==> config.mk <==
export PLATFORM = sky130hd
export DESIGN_NAME = alu_cmd_arbiter_flat
export DESIGN_NICKNAME = d
export VERILOG_FILES = /design/src/rtl/alu_cmd_arbiter_if.sv /design/src/rtl/alu_cmd_arbiter.sv /design/src/flat_wrapper.sv
export SDC_FILE = /design/constraint.sdc
export NUM_CORES = 1
export LEC_CHECK = 0
export CAP_MARGIN = 0
export CORE_ASPECT_RATIO = 0.75
export CORE_UTILIZATION = 45
export CTS_CLUSTER_SIZE = 14
export DETAILED_ROUTE_END_ITERATION = 10
export PLACE_DENSITY = 0.95
export SYNTH_ARGS = -nofsm -noshare
export SYNTH_HDL_FRONTEND = slang
export SYNTH_SLANG_ARGS = --single-unit
==> constraint.sdc <==
create_clock -name clk -period 4.2 [get_ports clk]
set_clock_uncertainty 0.1 [all_clocks]
set_input_delay 0.84 -clock clk [delete_from_list [all_inputs] [get_ports clk]]
set_output_delay 0.84 -clock clk [all_outputs]
set_load 0.1 [all_outputs]
==> src/rtl/alu_cmd_arbiter_if.sv <==
// Bundled requester, response, ALU and status signals for the two-port ALU command arbiter.
// The arbiter connects through the slave modport; the requesters and ALU connect through master.
interface alu_cmd_arbiter_if;
  logic        req0_valid;
  logic        req0_ready;
  logic [31:0] req0_cmd;
  logic        req1_valid;
  logic        req1_ready;
  logic [31:0] req1_cmd;
  logic        rsp0_valid;
  logic        rsp0_ready;
  logic [8:0]  rsp0_result;
  logic        rsp0_err;
  logic        rsp1_valid;
  logic        rsp1_ready;
  logic [8:0]  rsp1_result;
  logic        rsp1_err;
  logic        alu_cmd_valid;
  logic        alu_cmd_ready;
  logic [31:0] alu_cmd;
  logic        alu_res_valid;
  logic [8:0]  alu_res;
  logic        busy;

  modport slave (
    input  req0_valid, req0_cmd, req1_valid, req1_cmd,
    input  rsp0_ready, rsp1_ready,
    input  alu_cmd_ready, alu_res_valid, alu_res,
    output req0_ready, req1_ready,
    output rsp0_valid, rsp0_result, rsp0_err,
    output rsp1_valid, rsp1_result, rsp1_err,
    output alu_cmd_valid, alu_cmd, busy
  );

  modport master (
    output req0_valid, req0_cmd, req1_valid, req1_cmd,
    output rsp0_ready, rsp1_ready,
    output alu_cmd_ready, alu_res_valid, alu_res,
    input  req0_ready, req1_ready,
    input  rsp0_valid, rsp0_result, rsp0_err,
    input  rsp1_valid, rsp1_result, rsp1_err,
    input  alu_cmd_valid, alu_cmd, busy
  );
endinterface

==> src/rtl/alu_cmd_arbiter.sv <==
// Two-port round-robin ALU command arbiter: grants one command at a time, issues it to the ALU,
// waits for the result or a timeout, and returns the response to the owning requester.
module alu_cmd_arbiter #(
  parameter int unsigned TIMEOUT = 64
) (
  input  logic             clk,
  input  logic             reset_n,
  alu_cmd_arbiter_if.slave bus
);

  localparam logic [1:0] S_IDLE  = 2'd0;
  localparam logic [1:0] S_ISSUE = 2'd1;
  localparam logic [1:0] S_WAIT  = 2'd2;
  localparam logic [1:0] S_RESP  = 2'd3;

  localparam logic [7:0] TMO_LAST = 8'(TIMEOUT - 1);

  logic [1:0]  r_state;
  logic        r_owner;
  logic        r_rr_ptr;
  logic [31:0] r_cmd_q;
  logic [8:0]  r_res_q;
  logic        r_err_q;
  logic [7:0]  r_tmo_cnt;

  logic        w_in_idle;
  logic        w_grant_any;
  logic        w_grant_idx;
  logic        w_accept;
  logic [31:0] w_cmd_sel;
  logic [3:0]  w_opcode;
  logic        w_op_ok;
  logic        w_tmo_hit;
  logic        w_rsp_ready;
  logic        w_in_resp;

  // Gated by reset_n so req_ready is low while reset is held even with valid requests.
  assign w_in_idle   = (r_state == S_IDLE) && reset_n;
  assign w_grant_any = bus.req0_valid || bus.req1_valid;
  assign w_grant_idx = r_rr_ptr ? bus.req1_valid : ~bus.req0_valid;
  assign w_accept    = w_in_idle && w_grant_any;
  assign w_cmd_sel   = w_grant_idx ? bus.req1_cmd : bus.req0_cmd;
  assign w_opcode    = w_cmd_sel[31:28];
  assign w_op_ok     = (w_opcode >= 4'd1) && (w_opcode <= 4'd9);
  assign w_tmo_hit   = (r_tmo_cnt == TMO_LAST);
  assign w_rsp_ready = r_owner ? bus.rsp1_ready : bus.rsp0_ready;
  assign w_in_resp   = (r_state == S_RESP);

  assign bus.req0_ready = w_accept && !w_grant_idx;
  assign bus.req1_ready = w_accept &&  w_grant_idx;

  assign bus.alu_cmd_valid = (r_state == S_ISSUE);
  assign bus.alu_cmd       = bus.alu_cmd_valid ? r_cmd_q : '0;

  assign bus.rsp0_valid  = w_in_resp && !r_owner;
  assign bus.rsp0_result = bus.rsp0_valid ? r_res_q : '0;
  assign bus.rsp0_err    = bus.rsp0_valid && r_err_q;
  assign bus.rsp1_valid  = w_in_resp && r_owner;
  assign bus.rsp1_result = bus.rsp1_valid ? r_res_q : '0;
  assign bus.rsp1_err    = bus.rsp1_valid && r_err_q;

  assign bus.busy = (r_state != S_IDLE);

  always_ff @(posedge clk or negedge reset_n) begin
    if (!reset_n) begin
      r_state   <= S_IDLE;
      r_owner   <= 1'b0;
      r_rr_ptr  <= 1'b0;
      r_cmd_q   <= '0;
      r_res_q   <= '0;
      r_err_q   <= 1'b0;
      r_tmo_cnt <= '0;
    end else begin
      case (r_state)
        S_IDLE: begin
          if (w_accept) begin
            r_cmd_q   <= w_cmd_sel;
            r_owner   <= w_grant_idx;
            r_tmo_cnt <= '0;
            if (w_op_ok) begin
              r_state <= S_ISSUE;
            end else begin
              r_err_q <= 1'b1;
              r_res_q <= '0;
              r_state <= S_RESP;
            end
          end
        end
        S_ISSUE: begin
          r_tmo_cnt <= r_tmo_cnt + 8'd1;
          // Only a result completes the command, so the deadline also wins over a late accept.
          if (w_tmo_hit) begin
            r_err_q <= 1'b1;
            r_res_q <= '0;
            r_state <= S_RESP;
          end else if (bus.alu_cmd_ready) begin
            r_state <= S_WAIT;
          end
        end
        S_WAIT: begin
          r_tmo_cnt <= r_tmo_cnt + 8'd1;
          if (bus.alu_res_valid) begin
            r_res_q <= bus.alu_res;
            r_err_q <= 1'b0;
            r_state <= S_RESP;
          end else if (w_tmo_hit) begin
            r_err_q <= 1'b1;
            r_res_q <= '0;
            r_state <= S_RESP;
          end
        end
        S_RESP: begin
          if (w_rsp_ready) begin
            r_rr_ptr <= ~r_owner;
            r_state  <= S_IDLE;
          end
        end
        default: r_state <= S_IDLE;
      endcase
    end
  end

endmodule

==> src/flat_wrapper.sv <==
// flat-port wrapper written by rule: the top's interface ports become plain ports
module alu_cmd_arbiter_flat 
#(
  parameter int unsigned TIMEOUT = 64
)
  (clk, reset_n, bus_req0_valid, bus_req0_cmd, bus_req1_valid, bus_req1_cmd, bus_rsp0_ready, bus_rsp1_ready, bus_alu_cmd_ready, bus_alu_res_valid, bus_alu_res, bus_req0_ready, bus_req1_ready, bus_rsp0_valid, bus_rsp0_result, bus_rsp0_err, bus_rsp1_valid, bus_rsp1_result, bus_rsp1_err, bus_alu_cmd_valid, bus_alu_cmd, bus_busy);
  alu_cmd_arbiter_if bus_i ();
  input  logic clk;
  input  logic reset_n;
  input wire logic [$bits(bus_i.req0_valid)-1:0] bus_req0_valid;
  input wire logic [$bits(bus_i.req0_cmd)-1:0] bus_req0_cmd;
  input wire logic [$bits(bus_i.req1_valid)-1:0] bus_req1_valid;
  input wire logic [$bits(bus_i.req1_cmd)-1:0] bus_req1_cmd;
  input wire logic [$bits(bus_i.rsp0_ready)-1:0] bus_rsp0_ready;
  input wire logic [$bits(bus_i.rsp1_ready)-1:0] bus_rsp1_ready;
  input wire logic [$bits(bus_i.alu_cmd_ready)-1:0] bus_alu_cmd_ready;
  input wire logic [$bits(bus_i.alu_res_valid)-1:0] bus_alu_res_valid;
  input wire logic [$bits(bus_i.alu_res)-1:0] bus_alu_res;
  output wire logic [$bits(bus_i.req0_ready)-1:0] bus_req0_ready;
  output wire logic [$bits(bus_i.req1_ready)-1:0] bus_req1_ready;
  output wire logic [$bits(bus_i.rsp0_valid)-1:0] bus_rsp0_valid;
  output wire logic [$bits(bus_i.rsp0_result)-1:0] bus_rsp0_result;
  output wire logic [$bits(bus_i.rsp0_err)-1:0] bus_rsp0_err;
  output wire logic [$bits(bus_i.rsp1_valid)-1:0] bus_rsp1_valid;
  output wire logic [$bits(bus_i.rsp1_result)-1:0] bus_rsp1_result;
  output wire logic [$bits(bus_i.rsp1_err)-1:0] bus_rsp1_err;
  output wire logic [$bits(bus_i.alu_cmd_valid)-1:0] bus_alu_cmd_valid;
  output wire logic [$bits(bus_i.alu_cmd)-1:0] bus_alu_cmd;
  output wire logic [$bits(bus_i.busy)-1:0] bus_busy;
  assign bus_i.req0_valid = bus_req0_valid;
  assign bus_i.req0_cmd = bus_req0_cmd;
  assign bus_i.req1_valid = bus_req1_valid;
  assign bus_i.req1_cmd = bus_req1_cmd;
  assign bus_i.rsp0_ready = bus_rsp0_ready;
  assign bus_i.rsp1_ready = bus_rsp1_ready;
  assign bus_i.alu_cmd_ready = bus_alu_cmd_ready;
  assign bus_i.alu_res_valid = bus_alu_res_valid;
  assign bus_i.alu_res = bus_alu_res;
  assign bus_req0_ready = bus_i.req0_ready;
  assign bus_req1_ready = bus_i.req1_ready;
  assign bus_rsp0_valid = bus_i.rsp0_valid;
  assign bus_rsp0_result = bus_i.rsp0_result;
  assign bus_rsp0_err = bus_i.rsp0_err;
  assign bus_rsp1_valid = bus_i.rsp1_valid;
  assign bus_rsp1_result = bus_i.rsp1_result;
  assign bus_rsp1_err = bus_i.rsp1_err;
  assign bus_alu_cmd_valid = bus_i.alu_cmd_valid;
  assign bus_alu_cmd = bus_i.alu_cmd;
  assign bus_busy = bus_i.busy;
  alu_cmd_arbiter #(.TIMEOUT(TIMEOUT)) u_core (.clk(clk), .reset_n(reset_n), .bus(bus_i));
endmodule
* Word level (Yosys, flattened, before mapping) *
Index checks and enable logic that the tools add are counted.

word-level totals
  register bits = 54
  latch bits = 0
  memory bits (writable) = 0
  memory bits (read-only) = 0
  input bits = 81
  logic and storage cells = 69
  memories kept = 0

operators by class
  add/subtract/negate cells = 1
  $mul = 0
  div/mod/pow operators = 0
  order comparisons = 2
  equal/unequal tests = 9
  shift-type cells = 0
  muxes and demuxes = 26
  bitwise logic cells = 2
  reduce and logical (&&, ||, !) cells = 22

operators by type and width
  cell                                                  count
  two-way mux 32 bit                                    2
  two-way mux 9 bit                                     6
  one-hot mux 9 bit (3 select lines)                    1
  one-hot mux 8 bit (2 select lines)                    1
  two-way mux 2 bit                                     7
  logical AND 1 bit                                     9
  adder 8 x 1 -> 8 bit (second input constant)          1
  equality test 8 x 6 -> 1 bit (second input constant)  1
  two-way mux 8 bit                                     1
  one-hot mux 2 bit (4 select lines)                    1
  two-way mux 1 bit                                     6
  AND reduction 2 bit                                   3
  equality test 2 bit (second input constant)           2
  >= comparator 4 x 1 -> 1 bit (second input constant)  1
  <= comparator 4 bit (second input constant)           1
  != test 2 x 1 -> 1 bit (second input constant)        2
  AND reduction 4 bit                                   1
  nonzero test 2 bit                                    2
  != test 3 x 2 -> 1 bit (second input constant)        1
  != test 3 bit (second input constant)                 1
  one-hot mux 1 bit (3 select lines)                    1
  AND reduction 3 bit                                   1
  nonzero test 3 bit                                    1
  equality test 2 x 1 -> 1 bit (second input constant)  1
  other kinds (6)                                       8

* Longest topological paths before layout *
Gate-level depths: netlist of run 1.

  word-level depth = 8
  mapped depth = 8
  depth with buffers taken out = 7

* Worst setup path after synthesis of run 1 *
OpenSTA, ideal clock, no wires.

  kind = reg-to-output
  start point = register u_core.r_state[0]
  end point = output port bus_req0_ready
  data arrival time = 2.935 ns
  setup slack = 0.325 ns
  stages on the path, launching flop included = 8
  cell sequence = dfrtp_1 > inv_1 > ha_1 > bufbuf_16 > o211ai_1 > clkbuf_1 > buf_1 > a21oi_1

between the ends
  cells in the longest elaborated chain, start to end = 4

ends and longest elaborated chain
  item                      RTL line               source
  start: declaration        alu_cmd_arbiter.sv:18  logic [1:0] r_state;
  start signal: assignment  alu_cmd_arbiter.sv:66  r_state <= S_IDLE;
  start signal: assignment  alu_cmd_arbiter.sv:81  r_state <= S_ISSUE;
  start signal: assignment  alu_cmd_arbiter.sv:85  r_state <= S_RESP;
  zero test 2 bit           alu_cmd_arbiter.sv:38  assign w_in_idle = (r_state == S_IDLE) && reset_n;
  logical AND 1 bit         alu_cmd_arbiter.sv:38
  logical AND 1 bit         alu_cmd_arbiter.sv:41  assign w_accept = w_in_idle && w_grant_any;
  logical AND 1 bit         alu_cmd_arbiter.sv:49  assign bus.req0_ready = w_accept && !w_grant_idx;
  end: declaration          flat_wrapper.sv:19     output wire logic [$bits(bus_i.req0_ready)-1:0] bus_req0_ready;

No other way between the ends.

* Final worst setup path of run 1 *
  start point = register u_core.r_state[0]
  end point = output port bus_rsp0_result[7]

between the ends
  cells in the longest elaborated chain, start to end = 3

ends and longest elaborated chain
  item                 RTL line               source
  equality test 2 bit  alu_cmd_arbiter.sv:47  assign w_in_resp = (r_state == S_RESP);
  logical AND 1 bit    alu_cmd_arbiter.sv:55  assign bus.rsp0_valid = w_in_resp && !r_owner;
  two-way mux 9 bit    alu_cmd_arbiter.sv:56  assign bus.rsp0_result = bus.rsp0_valid ? r_res_q : '0;
  end: declaration     flat_wrapper.sv:22     output wire logic [$bits(bus_i.rsp0_result)-1:0] bus_rsp0_result;

No other way between the ends.

==> results.md, run 1 <==
* Primary FF master, synth: dfrtp_1
* Met1 GRT Util at 0.295
* Global route total overflow at 0
* Worst Path Buf+Inv at 1
* Setup bufs post-CTS at 0
* Util after Layout at 0.687
* Worst-path clk slew at 90 ps
* Delay-heaviest family, CP: simple AND/OR/NAND/NOR gates
* Hold_sp: u_core.r_cmd_q[13]
* Cell count after placement at approximately 520
* Leak at 2.16 nW
* Post-Route Setup TNS at 0 ps
* Core outline area at ~6400 um2
* DPL Wire Length at 6230 um
* Fin. max-slew vios at 0
* Tcrit/Tclk final at 0.771
* Vias in the first global route at between 2000 and 3000
* Status: finished clean
* Diode count at 0
* Die extent in y at 73.6 um
* Final Hold Vio Count at 0
* VDD IR max at between 0.0003 and 0.0004 V
* Library cells used by synthesis at between 40 and 50
* Max FO, Critical Path at 15
* Final Instance Count excl. Fillers at 529
* CP max stage cell: nor2b_1
* CTS sink count at 54
* Area contributors post-synth: dfrtp_1 44%, mux2i_1 12%, and2_1 8.7%
* Max incr delay on CP at ~560 ps
* Gp weighted congestion at between 0.8 and 0.9
* Global-route wire length before repair at 13200 um
* Global Route Usage Sum at 0.230
* R2r setup slk at around 1800 ps
* Worst Hold End: u_core.r_cmd_q[13]
* Initial core utilization at 0.478
* TritonCTS clock tree: done
* DRT Wirelength at 8130 um
* H-tree depth at 2
* Tmin final at 3240 ps
* Synthesis Warnings at 0
* Mapped Nets at 405
* Worst reg-to-reg path cell count at 7
* Clock Tree Buf Depth at 2
* WP data required at 3260 ps
* Maximum clock rate at 0.309 GHz
* Die W at 97.5 um
* Total number of vias at between 2000 and 3000
* Root Buffer Master: clkbuf_8
* Pin count of the biggest net entering global routing at 67
* Post-DRT Antenna Nets at 0
* Kind of critical path: register to output port
* Share of cells above drive strength 1 at 0.176
* Skew-Pair Late Insertion Delay at 300 ps
* Max-cap viol count at 0
* Post_cts resized at 0
* Final setup vio count at 0
* Crit start category: register
* Post-synth top area share at 0.439
* Syn_area_per_cell at 9.68 um2
* Cell Area, Synth at 3080 um2
* Sequential area share after synthesis at 0.439
* Met2 Track Usage GR at 0.414
* Instance count on the critical path at 4
* Vias/cell at about 5.2
* FFs w/ async S/R, synth at 1.00
* Yosys reg bits at 54
* Register area at 1350 um2
* R2r startpoint: u_core.r_state[1]
* Initial DRC count at 130
* Worst EP arrival at 2300 ps
* Footprint of the multi-input gates at between 1500 and 2000 um2
* Hold Path Stages at 2
* Drt pass-1 iters at 4
* Synthesis-to-finish area growth at 43.8%
* Wire length per cell at 15.4 um
* CTS buffer count at 5
* Yosys top cell by area: dfrtp_1
* Fillers at 498
* Io pins at 139
* Pwr Density at 715 nW/um2
* Most used routing layer: met2
* RSZ-0062 raised after global routing: no
* HP Class: register to register
* Port Buf Inserts at 138
* CP Capture Type: output port
* Worst rel slew slack at 0.352
* Post-synth EDFFs at 0
* Initial antenna violation count at 0
* Row cnt at 25
* Post-Synthesis Cells at roughly 320
* Nets at 534
* Hold_buf cts at 0
* Most frequent cells in the layout: 79 x clkdlybuf4s50_1, 60 x buf_4, 54 x dfrtp_1
* CP Cell Sequence: ha_1 -> nor2b_1 -> and2_1 -> buf_4
* Worst R2R End: u_core.r_state[0]
* Worst Tran Pin Value at slightly below 1000 ps
* Met3 usage at 0.0352
* Commonest non-fill, non-tap cell in the layout: clkdlybuf4s50_1
* DRC at 0
* Die area at 7180 um2
layer usage:
| layer | vias up | routed length (um) |
|---|---|---|
| met5 | - | 0 |
| met1 | 1286 | 3440 |
| met3 | 8 | 503 |
| li1 | 1360 | - |
| met4 | 0 | 100 |
| met2 | 106 | 4080 |
how the worst max path moves through the flow:
| stage | from | to |
|---|---|---|
| floorplan | u_core.r_state[0] | bus_req0_ready |
| global placement | bus_req0_valid | bus_req1_ready |
| detailed placement | bus_req0_valid | bus_req1_ready |
| CTS | u_core.r_state[1] | bus_alu_cmd[20] |
| global route | u_core.r_state[0] | bus_rsp0_result[7] |
| finish | u_core.r_state[0] | bus_rsp0_result[7] |
synth_stat cells, drive strengths merged (2+ instances only):
cell and n:
dfrtp 54, nand2 46, and2 43, o21ai 38, mux2i 36, clkbuf 12, a22o 11, and3 11
nor2 9, a21oi 6, buf 6, ha 6, inv 4, nand3 4, nand2b 3, nand4 3
xnor2 3, a21o 2, and2b 2, nor2b 2, nor3 2, or4 2
power breakdown:
group | switching, mW | total [mW] | internal, mW
Clock | 0.162 | 0.296 | 0.133
Sequential | 0.163 | 0.891 | 0.729
Combinational | 1.42 | 1.98 | 0.561
Total | 1.74 | 3.16 | 1.42
stage by stage:
step	total power, mW	area [um2]	hold slack, ps	worst slack [ps]
2_1_floorplan	2.45	3080	342	325
3_3_place_gp	2.82	4330	355	1170
3_5_place_dp	2.89	4330	363	1110
4_1_cts	3.19	4430	383	941
5_1_grt	3.36	4430	403	758
6_report	3.16	4430	376	963
state kept, by name, summed over array words and instances (netlist names):
register and cells:
u_core.r_err_q 1, u_core.r_tmo_cnt 8, u_core.r_cmd_q 32, u_core.r_rr_ptr 1, u_core.r_owner 1, u_core.r_res_q 9, u_core.r_state 2
cell type report:
class                      instances  share of cell area
multi-input combinational        241               0.362
sequential                        54               0.305
timing repair buffer             141               0.286
tap                               81              0.0229
clock buffer                       7              0.0195
inverter                           4             0.00339
clock inverter                     1             0.00113
tightest hold or removal path, cell delays in order (launching register included):
cell and delay [ps]:
dfrtp_1 350, nand2_1 40, o21ai_0 60
cell families after synthesis:
| logic type | synth area share |
|---|---|
| AND/OR/NAND/NOR | 0.224 |
| AO/OA/AOI/OAI | 0.143 |
| flip-flops | 0.439 |
| multiplexers | 0.121 |
| buffers and inverters | 0.0411 |
| adder cells (fa/ha/maj) | 0.0244 |
| XOR/XNOR | 0.00854 |
(Power assumes the default switching activity.)
==> run 2: changes to the inputs <==
CORE_UTILIZATION = 42   (was 45)
PLACE_DENSITY = 0.93   (was 0.95)
clock period = 3.32 ns   (was 4.2 ns; I/O delays follow)
==> run 2 against run 1 <==
Compared with the run above:
- core utilization grew 3.4 points
- final cell count is 3.4% higher
- power is 39% higher
- sequential power grew 26%
- hold slack got worse by 220 ps
- global-route usage is 0.59 points lower
- sequential share of layout area is 3.6 points lower
- critical path depth unchanged
- first-iteration DRC count grew 7.7%
- critical endpoint is now bus_rsp0_result[4]
- largest cell class is now buffers
==> results.md, run 2 (synthesis results as in run 1) <==
* Initial antenna violation count at 0 (unchanged)
* Footprint of the multi-input gates at 1610 um2 (was 1600 um2)
* Status: finished clean (unchanged)
* Largest regs: u_core.r_cmd_q (32), u_core.r_res_q (9), u_core.r_tmo_cnt (8) (unchanged)
* Max FO, Critical Path at 15 (unchanged)
* Worst Tran Pin Value at 623 ps (was 972 ps)
* CTS buffer count at 5 (unchanged)
* Most frequent cells in the layout: 79 x clkdlybuf4s50_1, 54 x dfrtp_1, 45 x nand2_1, 45 x buf_12, 43 x and2_1 (was 79 x clkdlybuf4s50_1, 60 x buf_4, 54 x dfrtp_1)
* Global-route wire length before repair at 13800 um (was 13200 um)
* RSZ-0062 raised after global routing: no (unchanged)
* DPL Wire Length at 6520 um (was 6230 um)
* Row cnt at 26 (was 25)
* R2r startpoint: u_core.r_state[0] (was u_core.r_state[1])
* Io pins at 139 (unchanged)
* CTS sink count at 54 (unchanged)
* Crit start category: register (unchanged)
* Max reg flops at 32 (unchanged)
* Global route total overflow at 0 (unchanged)
* TritonCTS clock tree: done (unchanged)
* Root Buffer Master: clkbuf_8 (unchanged)
* Top Layer Used: met4 (unchanged)
* H-tree depth at 2 (unchanged)
* VDD IR max at 0.000479 V (was 0.000329 V)
* Worst reg-to-reg path cell count at 7 (unchanged)
* Post-Route Setup TNS at 0 ps (unchanged)
* Pwr Density at 878 nW/um2 (was 715 nW/um2)
* WL met3 at 679 um (was 503 um)
* Final Total Pwr at 4.41 mW (was 3.16 mW)
* Util after Layout at 0.721 (was 0.687)
* Synthesis-to-finish area growth at 63.0% (was 43.8%)
* Worst R2R End: u_core.r_tmo_cnt[7] (was u_core.r_state[0])
* Post-DRT Antenna Nets at 0 (unchanged)
* Clock Tree Buf Depth at 2 (unchanged)
* DRC at 0 (unchanged)
* Commonest non-fill, non-tap cell in the layout: clkdlybuf4s50_1 (unchanged)
* Initial DRC count at 140 (was 130)
* Vias/cell at 5.26 (was 5.22)
* Fin. max-slew vios at 0 (unchanged)
* Core outline area at 6960 um2 (was 6440 um2)
* R2r setup slk at 940 ps (was 1810 ps)
* Port Buf Inserts at 138 (unchanged)
* Leak at 2.30 nW (was 2.16 nW)
* Largest Register: u_core.r_cmd_q (unchanged)
* WP data required at 2560 ps (was 3260 ps)
* Worst rel slew slack at 0.585 (was 0.352)
* Die area at 7680 um2 (was 7180 um2)
* Gp weighted congestion at 0.781 (was 0.886)
* Vias in the first global route at 2885 (was 2705)
* Die W at 101 um (was 97.5 um)
* Drt pass-1 iters at 4 (unchanged)
* Tcrit/Tclk final at 0.918
* HP Class: input port to asynchronous set/reset pin (was register to register)
* Initial core utilization at 0.442 (was 0.478)
* Wire length per cell at 15.2 um (was 15.4 um)
* Final Hold Vio Count at 0 (unchanged)
* Kind of critical path: register to output port (unchanged)
* Skew-Pair Late Insertion Delay at 300 ps (about the same)
* Max-cap viol count at 0 (unchanged)
* Tmin final at 3050 ps
* Delay-heaviest family, CP: simple AND/OR/NAND/NOR gates (unchanged)
* Final setup vio count at 0 (unchanged)
* Die extent in y at 76.1 um (was 73.6 um)
* Nets at 535 (was 534)
* Setup bufs post-CTS at 0 (unchanged)
* CP Capture Type: output port (unchanged)
* Maximum clock rate at 0.328 GHz
* DRT Wirelength at 8300 um (was 8130 um)
* Pin count of the biggest net entering global routing at 66 (was 67)
* Hold_buf cts at 0 (unchanged)
* CP max stage cell: nor2b_1 (unchanged)
* Global Route Usage Sum at 0.225 (was 0.230)
* Worst EP arrival at 2280 ps (was 2300 ps)
* Worst Path Buf+Inv at 1 (unchanged)
* Post_cts resized at 0 (unchanged)
* Fillers at 489 (was 498)
* Max incr delay on CP at 570 ps (was 560 ps)
* Register area at 1350 um2 (unchanged)
* Total number of vias at 2879 (was 2760)
* CP Cell Sequence: ha_1 -> nor2b_1 -> and2_1 -> buf_12 (was ha_1 -> nor2b_1 -> and2_1 -> buf_4)
* Diode count at 0 (unchanged)
* Share of cells above drive strength 1 at 0.185 (was 0.176)
* Wire length on met2 at 4020 um (was 4080 um)
* Worst-path clk slew at 100 ps (was 90 ps)
* M1 WL at 3490 um (was 3440 um)
run 2: changes by cell type in the layout (fill, tap and decap cells not counted):
cell	before	now
a21oi_1	6	5
buf_12	1	45
nor2_1	8	7
clkinvlp_4	0	1
a21oi_2	0	1
nor2_2	1	2
buf_4	60	17
inv_6	0	1
clkinv_2	1	0
clkbuf_1	1	0
run 2: worst max-delay path by stage:
stage	depth (start not counted)	from	endpoint	slack [ps]
floorplan	4	u_core.r_state[1]	bus_alu_cmd[10]	140
global placement	6	bus_req0_valid	u_core.r_tmo_cnt[7]	580
detailed placement	6	bus_req0_valid	u_core.r_tmo_cnt[7]	480
CTS	4	u_core.r_state[0]	bus_rsp0_result[4]	260
global route	4	u_core.r_state[0]	bus_rsp0_result[4]	90
finish	4	u_core.r_state[0]	bus_rsp0_result[4]	270
run 2: routing by layer:
layer  vias to the layer above  track usage
met1                      1383        0.272
met4                         0       0.0406
li1                       1360            -
met5                         -            0
met3                        12       0.0624
met2                       124        0.399
run 2: report_power, final:
part | switching, mW | internal, mW
Sequential | 0.201 | 0.922
Clock | 0.218 | 0.172
Combinational | 1.88 | 1.02
run 2: through the flow:
stage	std cells	instance area, um2	hold WS (ps)	setup slack (ps)
final	547	5020	153	272
after global routing	547	5020	152	93.4
after CTS	547	5020	150	263
after detailed placement	539	4920	363	484
after global placement	539	4920	354	581
after floorplan	318	3090	268	139
run 2: area by class of cell:
cell class              instances  area share
clock buffers                   6      0.0165
clock inverters                 2     0.00324
inverters                       4     0.00299
multi-input cells             241       0.320
flip-flops and latches         54       0.269
well taps                      98      0.0244
repair buffers                142       0.364
run 2: worst reg2reg max path, stage by stage (launching register included):
cell,delay (ps)
dfrtp_1,460
inv_1,100
ha_1,320
o211ai_1,320
a21boi_1,590
nor3_1,150
xnor2_1,170
nor2_1,60
==> run 3: changes to the inputs <==
SLEW_MARGIN = 10   (was default)
==> results of run 3 <==
Final layout, timing and power as in run 2 (identical DEF).
